**src/rtl/tlu_trigger_core.sv**
```systemverilog
// tlu_trigger_core: trigger-decision core for the TLU master (SYS_CLK domain).
// Forms an AND / OR / majority coincidence of the enabled beam channels,
// applies a leading-edge window, gates the result on DUT readiness and veto,
// and buffers one record per accepted trigger for 16-bit word readout.
//
// Ports:
//   SYS_CLK, SYS_RST         clock, synchronous active-high reset
//   START                    restart run counters (ID, skip, lost, timestamp)
//   VALID, LE_REL            per-channel hit valid and relative leading edge
//   CONF_*                   channel enables, mode, majority, window, DUT enables
//   READY, VETO, TEST_PULSE  DUT readiness, level veto, forced trigger
//   TRIG, TRIG_ID, TRIG_LE   accepted-trigger pulse, current ID, MAX_LE[3:0]
//   TIME_STAMP               run timestamp (saturating)
//   SKIP_CNT, LOST_CNT       saturating skipped / dropped-record counters
//   FIFO_READ/EMPTY/DATA     record readout, one 16-bit word per read
module tlu_trigger_core #(
  parameter int N_IN      = 4,
  parameter int N_OUT     = 6,
  parameter int DEPTH     = 16,
  parameter int LE_OFFSET = 43
) (
  input  logic                SYS_CLK,
  input  logic                SYS_RST,
  input  logic                START,
  input  logic [N_IN-1:0]     VALID,
  input  logic [8*N_IN-1:0]   LE_REL,
  input  logic [N_IN-1:0]     CONF_EN_INPUT,
  input  logic [1:0]          CONF_MODE,
  input  logic [3:0]          CONF_MAJORITY,
  input  logic [4:0]          CONF_MAX_LE_DISTANCE,
  input  logic [N_OUT-1:0]    CONF_EN_OUTPUT,
  input  logic [N_OUT-1:0]    READY,
  input  logic                VETO,
  input  logic                TEST_PULSE,
  output logic                TRIG,
  output logic [31:0]         TRIG_ID,
  output logic [3:0]          TRIG_LE,
  output logic [63:0]         TIME_STAMP,
  output logic [7:0]          SKIP_CNT,
  output logic [7:0]          LOST_CNT,
  input  logic                FIFO_READ,
  output logic                FIFO_EMPTY,
  output logic [15:0]         FIFO_DATA
);

  localparam int NW  = (N_IN + 1) / 2;  // 16-bit words holding the LE bytes
  localparam int W   = 6 + NW;          // words per record
  localparam int LEW = NW * 16;
  localparam int RW  = W * 16;
  localparam int AW  = $clog2(DEPTH);
  localparam int WCW = $clog2(W);

  localparam logic [1:0] MODE_AND = 2'd0;
  localparam logic [1:0] MODE_OR  = 2'd1;
  localparam logic [1:0] MODE_MAJ = 2'd2;

  logic [N_IN-1:0] w_hit;
  logic [3:0]      w_n_en, w_n_hit;
  logic [7:0]      w_min_le, w_max_le, w_diff, w_le_i;
  logic [LEW-1:0]  w_le_rec;
  logic            w_mode_ok, w_window, w_cond, w_ok, w_pulse;

  logic            r_cond_q, r_cond_qq, r_trig;
  logic [31:0]     r_trig_id;
  logic [63:0]     r_ts;
  logic [7:0]      r_skip, r_lost;

  logic [RW-1:0]   r_mem [DEPTH];
  logic [AW:0]     r_wr, r_rd;
  logic [WCW-1:0]  r_word_cnt;
  logic [RW-1:0]   w_head;
  logic            w_fifo_empty, w_full, w_read, w_pop, w_push, w_lost;

  always_comb begin
    w_hit    = VALID & CONF_EN_INPUT;
    w_n_en   = '0;
    w_n_hit  = '0;
    w_min_le = '1;
    w_max_le = '0;
    w_le_i   = '0;
    w_le_rec = '0;
    for (int unsigned i = 0; i < N_IN; i++) begin
      w_le_i  = LE_REL[8*i +: 8];
      w_n_en  = w_n_en + 4'(CONF_EN_INPUT[i]);
      w_n_hit = w_n_hit + 4'(w_hit[i]);
      if (w_hit[i]) begin
        if (w_le_i < w_min_le) w_min_le = w_le_i;
        if (w_le_i > w_max_le) w_max_le = w_le_i;
      end
      if (CONF_EN_INPUT[i]) w_le_rec[8*i +: 8] = w_le_i + 8'(LE_OFFSET);
    end
    // With no hits the extremes are meaningless; pin both to zero.
    if (w_hit == '0) w_min_le = '0;
    w_diff   = w_max_le - w_min_le;
    w_window = w_diff < {3'b000, CONF_MAX_LE_DISTANCE};
    case (CONF_MODE)
      MODE_AND: w_mode_ok = (w_hit == CONF_EN_INPUT) && (w_n_en != '0);
      MODE_OR:  w_mode_ok = (w_hit != '0);
      MODE_MAJ: w_mode_ok = (w_n_hit >= CONF_MAJORITY) && (CONF_MAJORITY != '0);
      default:  w_mode_ok = 1'b0;
    endcase
    w_cond  = (w_mode_ok & w_window) | TEST_PULSE;
    w_ok    = (&(READY | ~CONF_EN_OUTPUT)) & ~VETO;
    w_pulse = r_cond_q & ~r_cond_qq;
  end

  // Record FIFO: pointers carry one extra wrap bit to separate full from empty.
  always_comb begin
    w_fifo_empty = (r_wr == r_rd);
    w_full       = (r_wr[AW] != r_rd[AW]) && (r_wr[AW-1:0] == r_rd[AW-1:0]);
    FIFO_EMPTY   = (r_word_cnt == '0) && w_fifo_empty;
    w_read       = FIFO_READ & ~FIFO_EMPTY;
    w_pop        = w_read && (r_word_cnt == WCW'(W - 1));
    // A same-cycle pop frees the slot, so a push into a full FIFO still lands.
    w_push       = r_trig & (~w_full | w_pop);
    w_lost       = r_trig & w_full & ~w_pop;
    w_head       = r_mem[r_rd[AW-1:0]];
    FIFO_DATA    = w_fifo_empty ? '0 : w_head[{r_word_cnt, 4'b0000} +: 16];
  end

  always_ff @(posedge SYS_CLK) begin
    if (w_push) r_mem[r_wr[AW-1:0]] <= {w_le_rec, r_ts, r_trig_id};
  end

  always_ff @(posedge SYS_CLK) begin
    if (SYS_RST) begin
      r_cond_q   <= 1'b0;
      r_cond_qq  <= 1'b0;
      r_trig     <= 1'b0;
      r_trig_id  <= '0;
      r_ts       <= 64'd1;
      r_skip     <= '0;
      r_lost     <= '0;
      r_wr       <= '0;
      r_rd       <= '0;
      r_word_cnt <= '0;
    end else begin
      r_cond_q  <= w_cond;
      r_cond_qq <= r_cond_q;
      r_trig    <= w_pulse & w_ok & ~START;
      if (START) begin
        r_trig_id <= '0;
        r_skip    <= '0;
        r_lost    <= '0;
        r_ts      <= 64'd1;
      end else begin
        if (r_trig) r_trig_id <= r_trig_id + 32'd1;
        if (w_pulse && !w_ok && r_skip != '1) r_skip <= r_skip + 8'd1;
        if (w_lost && r_lost != '1) r_lost <= r_lost + 8'd1;
        if (r_ts != '1) r_ts <= r_ts + 64'd1;
      end
      if (w_push) r_wr <= r_wr + (AW+1)'(1);
      if (w_pop)  r_rd <= r_rd + (AW+1)'(1);
      if (w_read) r_word_cnt <= w_pop ? '0 : r_word_cnt + WCW'(1);
    end
  end

  assign TRIG       = r_trig;
  assign TRIG_ID    = r_trig_id;
  assign TRIG_LE    = w_max_le[3:0];
  assign TIME_STAMP = r_ts;
  assign SKIP_CNT   = r_skip;
  assign LOST_CNT   = r_lost;

endmodule
```
**config.mk**
```make
export PLATFORM = sky130hd
export DESIGN_NAME = tlu_trigger_core
export DESIGN_NICKNAME = d
export VERILOG_FILES = /design/src/rtl/tlu_trigger_core.sv
export SDC_FILE = /design/constraint.sdc
export NUM_CORES = 2
export LEC_CHECK = 0
export CORE_MARGIN = 5
export CORE_UTILIZATION = 45
export DETAILED_ROUTE_END_ITERATION = 16
export GPL_TIMING_DRIVEN = 1
export PLACE_DENSITY = 0.65
export SLEW_MARGIN = 10
export SYNTH_ARGS = -nofsm -noshare
export SYNTH_HDL_FRONTEND = slang
export SYNTH_SLANG_ARGS = --single-unit
```
**constraint.sdc**
```tcl
create_clock -name SYS_CLK -period 24.1 [get_ports SYS_CLK]
set_input_delay 4.82 -clock SYS_CLK [delete_from_list [all_inputs] [get_ports SYS_CLK]]
set_output_delay 4.82 -clock SYS_CLK [all_outputs]
set_load 0.005 [all_outputs]
```
### After elaboration in Yosys (flattened, before gate mapping)

Memory sizes are Yosys's and may differ from the RTL's. A register that Yosys moved wholly into a read port is not among the register bits.
Cells that the tools add are included.

* add/subtract/negate cells: 18
* reduce and logical (&&, ||, !) cells: 17
* mux-type cells: 28
* magnitude comparators: 10
* eq/ne operators: 10
* bitwise gates (word level): 20
* shifts and indexed selects: 1

Operators with widths (count)
* 2-to-1 mux 8 bit: 21
* indexed part select 128 x 8 -> 16 bit: 1
* adder 64 x 1 -> 64 bit, second input constant: 1
* inequality test 64 bit, second input constant: 1
* adder 32 x 1 -> 32 bit, second input constant: 1
* adder 8 x 6 -> 8 bit, second input constant: 4
* greater-than comparator 8 bit: 3
* less-than comparator 8 bit: 3
* adder 8 x 1 -> 8 bit, second input constant: 2
* 2-to-1 mux 16 bit: 1
* inequality test 8 bit, second input constant: 2
* nonzero test 4 bit: 3
* adder 5 x 1 -> 5 bit, second input constant: 2
* bitwise AND 1 bit: 9
* adder 3 x 1 -> 4 bit: 2
* == test 4 bit: 2
* greater-than comparator 8 x 1 -> 1 bit, second input constant: 1
* logical AND 1 bit: 8
* less-than comparator 8 x 5 -> 1 bit: 1
* less-than comparator 8 bit, second input constant: 1
* 2-to-1 mux 4 bit: 2
* subtractor 8 bit: 1
* adder 2 x 1 -> 3 bit: 2
* NOT 1 bit: 6
* other kinds (21): 24

* memories kept: 1
* word-level logic and storage cells: 115
* output and inout port bits: 134
* bits in writable memories: 2048
* bits in registers: 128
* input port bits: 69

Memories
* r_mem: words 16, bits a word 128, read ports 1, clocked after Yosys merged registers in 1, write ports 1, RTL line 68 `logic [RW-1:0] r_mem [DEPTH];`

### Longest topological paths before layout

* word-level depth: 17
* gate-level depth with buffers: 49
* mapped depth without buffers: 45

### Worst setup path after synthesis

Ideal clock, no wire load.

* kind: input to output
* from: input LE_REL[5]
* to: output TRIG_LE[0]
* cell stages on the path: 33
* setup slack: 8.807 ns
* buffers on the path: 4
* arrival: 10.473 ns
* required time: 19.280 ns
* path through: clkbuf_1 > nor2_1 > a311o_1 > ha_1 > nor2b_1 > o211ai_1 > a31o_1 > nor2_1 > clkbuf_1 > nand2_1 > o21ai_0 > inv_1 > ha_1 > nand3_1 > nor2_1 > and3_1 > nand3_1 > a31oi_1 > a31o_2 > nand2b_4 > buf_6 > a21oi_1 > inv_1 > ha_1 > and4_1 > nand2_1 > a2111oi_0 > nor2_1 > o221a_4 > or2_2 > buf_2 > nor2_1 > a21o_1

* word-level cells in the longest chain between the ends: 12

Ends and longest elaborated chain
* start, declared: RTL line 26 `input logic [8*N_IN-1:0] LE_REL,`
* greater-than comparator 8 x 1 -> 1 bit: RTL line 88 `if (w_le_i > w_max_le) w_max_le = w_le_i;`
* 2-to-1 mux 8 bit *: RTL line 88
* 2-to-1 mux 8 bit *: RTL line 86 `if (w_hit[i]) begin`
* greater-than comparator 8 bit: RTL line 88
* 2-to-1 mux 8 bit: RTL line 88
* 2-to-1 mux 8 bit *: RTL line 86
* greater-than comparator 8 bit: RTL line 88
* 2-to-1 mux 8 bit: RTL line 88
* 2-to-1 mux 8 bit *: RTL line 86
* greater-than comparator 8 bit: RTL line 88
* 2-to-1 mux 8 bit: RTL line 88
* 2-to-1 mux 8 bit *: RTL line 86
* end, declared: RTL line 37 `output logic [3:0] TRIG_LE,`

Every way passes the cells marked *; elsewhere a longest branch is shown, timed or not.

### Worst setup path after layout

* from: input VALID[0]
* to: output TRIG_LE[1]

* word-level cells in the longest chain between the ends: 11

Ends and longest elaborated chain
* start, declared: RTL line 25 `input logic [N_IN-1:0] VALID,`
* bitwise AND 4 bit *: RTL line 75 `w_hit = VALID & CONF_EN_INPUT;`
* 2-to-1 mux 8 bit *: RTL line 86
* greater-than comparator 8 bit: RTL line 88
* 2-to-1 mux 8 bit: RTL line 88
* 2-to-1 mux 8 bit *: RTL line 86
* greater-than comparator 8 bit: RTL line 88
* 2-to-1 mux 8 bit: RTL line 88
* 2-to-1 mux 8 bit *: RTL line 86
* greater-than comparator 8 bit: RTL line 88
* 2-to-1 mux 8 bit: RTL line 88
* 2-to-1 mux 8 bit *: RTL line 86

Marks and branches as above.

==> impl_metrics.py <==
metrics = {
    "status": {
        "result_of_the_run": "complete, no violations",
    },
    "logic_synthesis": {
        "netlist_instances": 4107,
        "combinational_family_with_the_most_area_after_synthesis": "multiplexers",
        "compound_gate_fraction_of_synth_area_pct": 1.41,
        "yosysUniqueCellTypes": 77,
        "count_of_state_elements_after_synthesis": 2180,
        "synth_xor_xnor_area_share_pct": 1.34,
        "synth_fa_ha_area_share_pct": 1.21,
        "postSynthAreaPerCell_um2": 21.1,
        "muxShareOfSynthArea_pct": 17.8,
        "synth_warnings": 0,
        "yosys.area_share.simple_pct": 2.96,
        "asyncSetResetFlopFracSynth_pct": 0,
        "ys_seq_area_share_pct": 74.0,
        "synth_enable_flop_cells": 2048,
        "synthFlopType": "sky130_fd_sc_hd__edfxtp_1",
        "synthesis.nets": 4257,
        "syn_area_mm2": 0.0866,
    },
    "sta": {
        "skew_ps": 37.6,
        "timing.final.crit_share_pct": 72.0,
        "timing_max_transition_violations_final": 0,
        "timing.hold.ws_ps": 423,
        "setup_viol": 0,
        "post-route-min-period_ps": 17350,
        "maxSlewHeadroom_pct": 9.67,
        "worst_slack_ps": 6750,
        "rsz0062_at_grt": "no",
        "timing_worst_slew_pin_value_ps": 1350,
        "maxClockFrequency_mhz": 57.6,
        "hold_viol_final": 0,
        "setup_total_negative_slack_ps": 0,
    },
    "clock_tree": {
        "post_cts_hold_buffer_count": 0,
        "tritoncts": "yes",
        "post_cts_resize_count": 0,
        "ctsLongestPathBuffers": 3,
        "cts_buffers": 212,
        "worst_setup_hold_path_clk_slew_ps": 60,
        "ctsHtreeMaxLevel": 4,
        "post_cts_buffers": 0,
        "clock_insertion_delay_worst_skew_ps": 850,
        "ctsRootBufferMaster": "sky130_fd_sc_hd__clkbuf_16",
        "cts.sinks": 2180,
    },
    "power": {
        "power.static_leakage_nw": 31.7,
        "worst_ir_drop_vdd_mv": 0.0593,
        "cellPowerDensity_mw_per_mm2": 75.8,
    },
    "cells_and_area": {
        "synthToLayoutAreaGrowth_pct": 14.4,
        "final_common_cell": "sky130_fd_sc_hd__edfxtp_1",
        "finish.net_count": 4593,
        "finalInstanceArea_mm2": 0.0991,
        "post_route_cells_drive_above_1_share_pct": 24.9,
        "fillers": 15000,
        "mostFrequentLayoutCells": "sky130_fd_sc_hd__edfxtp_1 (2,048), sky130_fd_sc_hd__mux4_2 (672), sky130_fd_sc_hd__clkbuf_16 (216)",
    },
    "detailed_routing": {
        "viasPerCell": 5.99,
        "wire_per_inst_um": 30.3,
        "routed-via-count": 42900,
        "first_iter_violations": 4694,
        "routed_wl_um": 217000,
        "drt_pre_antenna_iters": 7,
        "drtAntennaViolNets": 0,
        "drcViolationCount": 0,
    },
    "global_route": {
        "first_global_vias": 43600,
        "grt_util_met1_pct": 29.7,
        "grt_use_met2_pct": 35.7,
        "wire_length_of_the_first_global_routing_pass_um": 315000,
        "grt_remaining_overflow": 0,
        "groute.usage.overall_pct": 21.4,
        "grt_met3_usage_pct": 3.61,
        "grt_max_degree": 126,
        "antenna_found_initial": 11,
        "grt_busiest_layer": "met2",
    },
    "critical_path": {
        "cp-start-kind": "input port",
        "setup.worst_path.end_class": "output port",
        "worst_path_max_delay_cell": "sky130_fd_sc_hd__clkdlybuf4s50_1",
        "critPathArrivalTime_ps": 12530,
        "cp_capture_point": "TRIG_LE[1]",
        "reg2reg_from": "r_word_cnt[0]",
        "cp.buffers_inverters": 5,
        "timing.critical_path.fanout_max": 17,
        "crit_family": "compound AO/OA/AOI/OAI gates",
        "cp_peak_stage_delay_ps": 540,
        "crit_type": "input port to output port",
        "reg2reg_slack_ps": 18000,
        "crit_start": "VALID[0]",
        "critPathRequiredTime_ps": 19280,
        "number_of_logic_stages_on_the_critical_path_including_buffering": 31,
        "reg2reg_depth": 11,
        "reg_to_reg_critical_path_endpoint": "r_mem[8][0]",
    },
    "hold_path": {
        "hold_class": "flip-flop to flip-flop",
        "hold-path-cell-count": 1,
    },
    "placed_design": {
        "placedInstanceArea_mm2": 0.0922,
        "buffer_ports.inserted": 202,
        "dp.final_hpwl_um": 122000,
        "finalWeightedCongestion": 0.833,
        "pre_cts_slack_ps": 6870,
    },
    "floorplanning": {
        "io_pins": 203,
        "fp.dieW_um": 449,
        "die_area_mm2": 0.201,
        "placementRows": 161,
        "floorplan.die.height_um": 449,
        "initial_utilization_pct": 45.1,
        "floorplan.core_area_mm2": 0.192,
    },
    "job": {
        "maxCapViolCount": 0,
    },
}
## power breakdown
part	switching, mW	internal [mW]	total, mW
Combinational	0.0917	0.0554	0.147
Sequential	0.00249	4.10	4.10
Clock	1.41	1.86	3.26
## area by class of cell
class	count	area [µm²]	share of cell area, %
Clock buffer	294	5950	6.00
Multi-Input combinational cell	1652	21600	21.8
Timing Repair Buffer	313	2960	2.99
Clock inverter	108	998	1.01
Inverter	84	318	0.321
Tap cell	2526	3160	3.19
Antenna cell	1	2.50	0.00252
Sequential cell	2180	64200	64.7
## registers in the layout, summed over array words and instances, names as in the netlist, named ones only
| name | flops |
|---|---|
| LOST_CNT | 8 |
| SKIP_CNT | 8 |
| TIME_STAMP | 64 |
| TRIG | 1 |
| TRIG_ID | 32 |
| r_cond_q | 1 |
| r_cond_qq | 1 |
| r_mem | 2048 |
| r_rd | 5 |
| r_word_cnt | 3 |
| r_wr | 5 |
## metrics by stage
step	std cells	utilization, %	power, mW
final	7158	51.6	7.52
after global routing	7157	51.6	7.75
after CTS	7156	51.6	7.57
after detailed placement	6754	48.0	4.33
after global placement	6754	48.0	4.33
after floorplan	4107	-	4.27
## kinds of logic after synthesis
logic type / Yosys count
and+or+nand+nor: 541
adders and majority gates: 82
DFF: 2180
muxes: 702
xor gates and xnor gates: 133
AOI/OAI and AO/OA: 194
buffers and inverters: 275
## worst min-delay path by stage
stage	from	end	slack, ps
2_1_floorplan	r_cond_qq	TRIG	400
3_3_place_gp	r_cond_qq	TRIG	420
3_5_place_dp	r_cond_qq	TRIG	420
4_1_cts	r_cond_qq	TRIG	420
5_1_grt	r_cond_qq	TRIG	470
6_report	r_cond_qq	TRIG	420
## cell usage after synthesis, types with 9 or more instances
cell type                  count  share of area [%]
sky130_fd_sc_hd__a21o_1       13               0.11
sky130_fd_sc_hd__a21oi_1      65               0.38
sky130_fd_sc_hd__and3_1       29               0.21
sky130_fd_sc_hd__and4_1       18               0.18
sky130_fd_sc_hd__buf_1        57               0.25
sky130_fd_sc_hd__clkbuf_1    130               0.56
sky130_fd_sc_hd__dfxtp_1     132                3.0
sky130_fd_sc_hd__edfxtp_1   2048                 71
sky130_fd_sc_hd__ha_1         78                1.1
sky130_fd_sc_hd__inv_1        78               0.34
sky130_fd_sc_hd__mux2i_1      23               0.27
sky130_fd_sc_hd__mux4_2      672                 17
sky130_fd_sc_hd__nand2_1     139               0.60
sky130_fd_sc_hd__nand2b_1     12              0.087
sky130_fd_sc_hd__nand3_1      38               0.22
sky130_fd_sc_hd__nand4_1      24               0.17
sky130_fd_sc_hd__nor2_1      190               0.82
sky130_fd_sc_hd__nor2b_1       9              0.065
sky130_fd_sc_hd__nor3_1       27               0.16
sky130_fd_sc_hd__o21ai_0      53               0.31
sky130_fd_sc_hd__or2_2         9              0.065
sky130_fd_sc_hd__or3_1        19               0.14
sky130_fd_sc_hd__xnor2_1      54               0.55
sky130_fd_sc_hd__xor2_1       79               0.80
## routing by layer
metal  vias to the layer above  routed length (µm)  part of all wire [%]
li1                      17700                   -                     -
met1                     23100               87900                    41
met2                      1755              108000                    50
met3                       303               15600                   7.2
met4                         2                5490                   2.5
met5                         -                  13                0.0060
Power figures use the tool's default switching activity.
==> edit: new RTL, same settings <==
Make the reset (`SYS_RST`) asynchronous in one clocked block. Comments in the files are not updated.
--- a/src/rtl/tlu_trigger_core.sv
+++ b/src/rtl/tlu_trigger_core.sv
@@ -122,7 +122,7 @@
     if (w_push) r_mem[r_wr[AW-1:0]] <= {w_le_rec, r_ts, r_trig_id};
   end
 
-  always_ff @(posedge SYS_CLK) begin
+  always_ff @(posedge SYS_CLK or posedge SYS_RST) begin
     if (SYS_RST) begin
       r_cond_q   <= 1'b0;
       r_cond_qq  <= 1'b0;
Check against the original RTL: not settled (the Yosys comparison gave no result); the edit may change what the design does.
==> edit against the unedited design <==
  * First-iteration DRC count down 7.3%
  * Setup slack improved by 0.11 ns
  * Via count fell by 1.6%
  * Sequential cell count shrank 4
  * Hold slack better by 0.012 ns
  * Count of clock-buffer cells in the layout down 12
  * Critical path depth fell by 2
  * Utilization shrank 0.12 points
  * Synthesized area grew 0.31%
  * Die area grew 0.31%
  * Cell area is essentially flat
  * Wire length shrank 1.4%
  * Maximum frequency grew 0.65%
  * Critical endpoint is now TRIG_LE[0]
Power is not compared: it rests on default switching activity, and its combinational part moved more than twofold at a synthesized area within 25%.
==> edit: results (changes against the unedited design) <==
- Netlist cell types: 66 (was 77)
- First-pass DRT Iterations: 5 (was 7)
- TritonCTS Buffers: 213 (was 212)
- Worst r2r path cells: 10 (was 11)
- Via density: 5.971 (was 5.988)
- Max Used Layer: met4 (was met5)
- Post-synth top flop: edfxtp_1 (unchanged)
- Clock skew: 0.06737 ns (was 0.03764 ns)
- Share of the yosys chip area belonging to registers: 74.45% (was 74.03%)
- Hold Path Class: reg -> reg (unchanged)
- Share of cells above drive strength 1: 24.57% (was 24.92%)
- HPWL Detailed: 115400 um (was 122200 um)
- Metal-1 WL: 87270 um (was 87910 um)
- Synth top area cells: edfxtp_1 71%, mux4_2 17%, dfrtp_1 3.7% (was edfxtp_1 71%, mux4_2 17%, dfxtp_1 3.0%)
- Vias in the first global route: 43220 (was 43550)
- Wire length on met2: 107400 um (was 107900 um)
- Initial DRC Count: 4351 (was 4694)
- WP data arrival: 12.42 ns (was 12.53 ns)
- # fillers: 14950 (was 14990)
- GR Util All Layers: 21.10% (was 21.42%)
- Max-Slew Margin vs Limit: 11.32% (was 9.673%)
- Clk pin slew, worst setup/hold paths: 0.06 ns (about the same)
- First-pass GRT wire length: 311300 um (was 314600 um)
- Min-Delay Startpoint: r_cond_qq (unchanged)
- Pin count of the biggest net entering global routing: 144 (was 126)
- Post-CTS Setup Inserts: 0 (unchanged)
- Post-cts resize count: 0 (unchanged)
- Hold endpoint: TRIG (unchanged)
- Post-Syn Nets: 4182 (was 4257)
- R2R Path Start: r_rd[2] (was r_word_cnt[0])
- Slowest cell on crit path: a221oi_4 (was clkdlybuf4s50_1)
- Max reg flops: 2048 (unchanged)
- CTS root buf: clkbuf_16 (unchanged)
- Status: complete, no violations (unchanged)
- Initial antenna violation count: 6 (was 11)
- Routability cong.: 0.8267 (was 0.8327)
- Max incr delay on CP: 0.66 ns (was 0.54 ns)
- Met3 wire len: 13930 um (was 15570 um)
- Setup violations, final: 0 (unchanged)
- Pre-CTS WS: 6.899 ns (was 6.865 ns)
- Commonest cells post-synth: 2048 x edfxtp_1, 671 x mux4_2, 182 x nor2_1 (was 2048 x edfxtp_1, 672 x mux4_2, 190 x nor2_1)
- CP startpoint: CONF_EN_INPUT[0] (was VALID[0])
- Worst VDD drop: 0.1182 mV
- Synth Warn #: 0 (unchanged)
- Placed inst area: 92200 um2 (was 92170 um2)
- Async SR Flop Fraction: 5.882% (was 0%)
- Net count, final: 4490 (was 4593)
- Number of synthesized flops with an enable pin: 2048 (unchanged)
- Hold Path Depth: 1 (unchanged)
- Post-DR wirelength/cell: 30.30 um (about the same)
- Crit path max fanout: 17 (unchanged)
- H-tree levels: 4 (unchanged)
- RR Endpoint: r_mem[7][43] (was r_mem[8][0])
- Worst R2R Setup Slack: 18.07 ns (was 18.00 ns)
- WS Path Type: in -> out (unchanged)
==> edit: changes by cell type after synthesis, moves of 6 or more <==
cell,change
dfxtp_1,-132
dfrtp_1,+127
nand2_1,-46
mux2i_1,+13
nand4_1,+10
and2_1,+8
nor2_1,-8
a31oi_1,-7
a21oi_1,-6
or2_2,-6
==> edit: stage by stage <==
| step | power (uW) | util (%) | std cells | hold slack (ns) |
|---|---|---|---|---|
| global placement | 6827 | 47.93 | 6651 | 0.4237 |
| detailed placement | 6836 | 47.93 | 6651 | 0.4266 |
| finish | 9963 | 51.52 | 7061 | 0.4356 |
| floorplan | 5952 | - | 4032 | 0.3603 |
| global route | 10340 | 51.51 | 7056 | 0.4531 |
| CTS | 10080 | 51.51 | 7056 | 0.4364 |
==> edit: final cells by class <==
| class | instances | area [um2] | area share [%] |
|---|---|---|---|
| flip-flops and latches | 2176 | 64720 | 65.30 |
| clock inverters | 123 | 1175 | 1.185 |
| multi-input cells | 1582 | 21230 | 21.42 |
| repair buffers | 281 | 2763 | 2.787 |
| clock buffers | 282 | 5719 | 5.771 |
| well taps | 2526 | 3161 | 3.189 |
| inverters | 86 | 327.8 | 0.3308 |
| diodes | 5 | 12.51 | 0.01262 |
==> edit: cells by family (layout without fill, tap and decap cells) <==
group | count (synthesis) | in the layout | share of synthesized area (%)
compound gates | 171 | 171 | 1.248
flops | 2176 | 2176 | 74.45
simple gates | 476 | 476 | 2.610
buf+inv | 274 | 772 | 1.189
mux | 716 | 716 | 17.92
fa+ha+maj | 82 | 82 | 1.204
other cells | 0 | 5 | 0
xor+xnor | 137 | 137 | 1.381
==> edit: worst max-delay path: cells and delay by family <==
kind	cells	cell delay, ns
compound gates	9	2.75
fa+ha+maj	3	0.95
buf+inv	5	1.32
mux	2	0.66
simple gates	10	1.90
==> edit: routing by layer <==
| layer | up-vias | global-route usage, % |
|---|---|---|
| met5 | - | 0 |
| met4 | 0 | 5.389 |
| met3 | 271 | 3.467 |
| met2 | 1560 | 34.97 |
| met1 | 22920 | 29.53 |
| li1 | 17410 | - |
==> edit: power by group <==
| part | total (uW) | leakage [uW] | switching, uW | internal (uW) |
|---|---|---|---|---|
| clock network | 3260 | 0.00338 | 1430 | 1830 |
| registers | 4190 | 0.0206 | 74.0 | 4120 |
| logic | 2510 | 0.00807 | 1250 | 1260 |
| total | 9960 | 0.0321 | 2750 | 7210 |
==> edit: worst max-delay path by stage <==
stage	to	cells after the start	slack [ns]
detailed placement	TRIG_LE[0]	29	6.90
floorplan	r_mem[0][0]	3	6.04
CTS	TRIG_LE[0]	29	6.90
finish	TRIG_LE[0]	29	6.86
global placement	TRIG_LE[0]	29	6.92
global route	TRIG_LE[0]	29	6.27
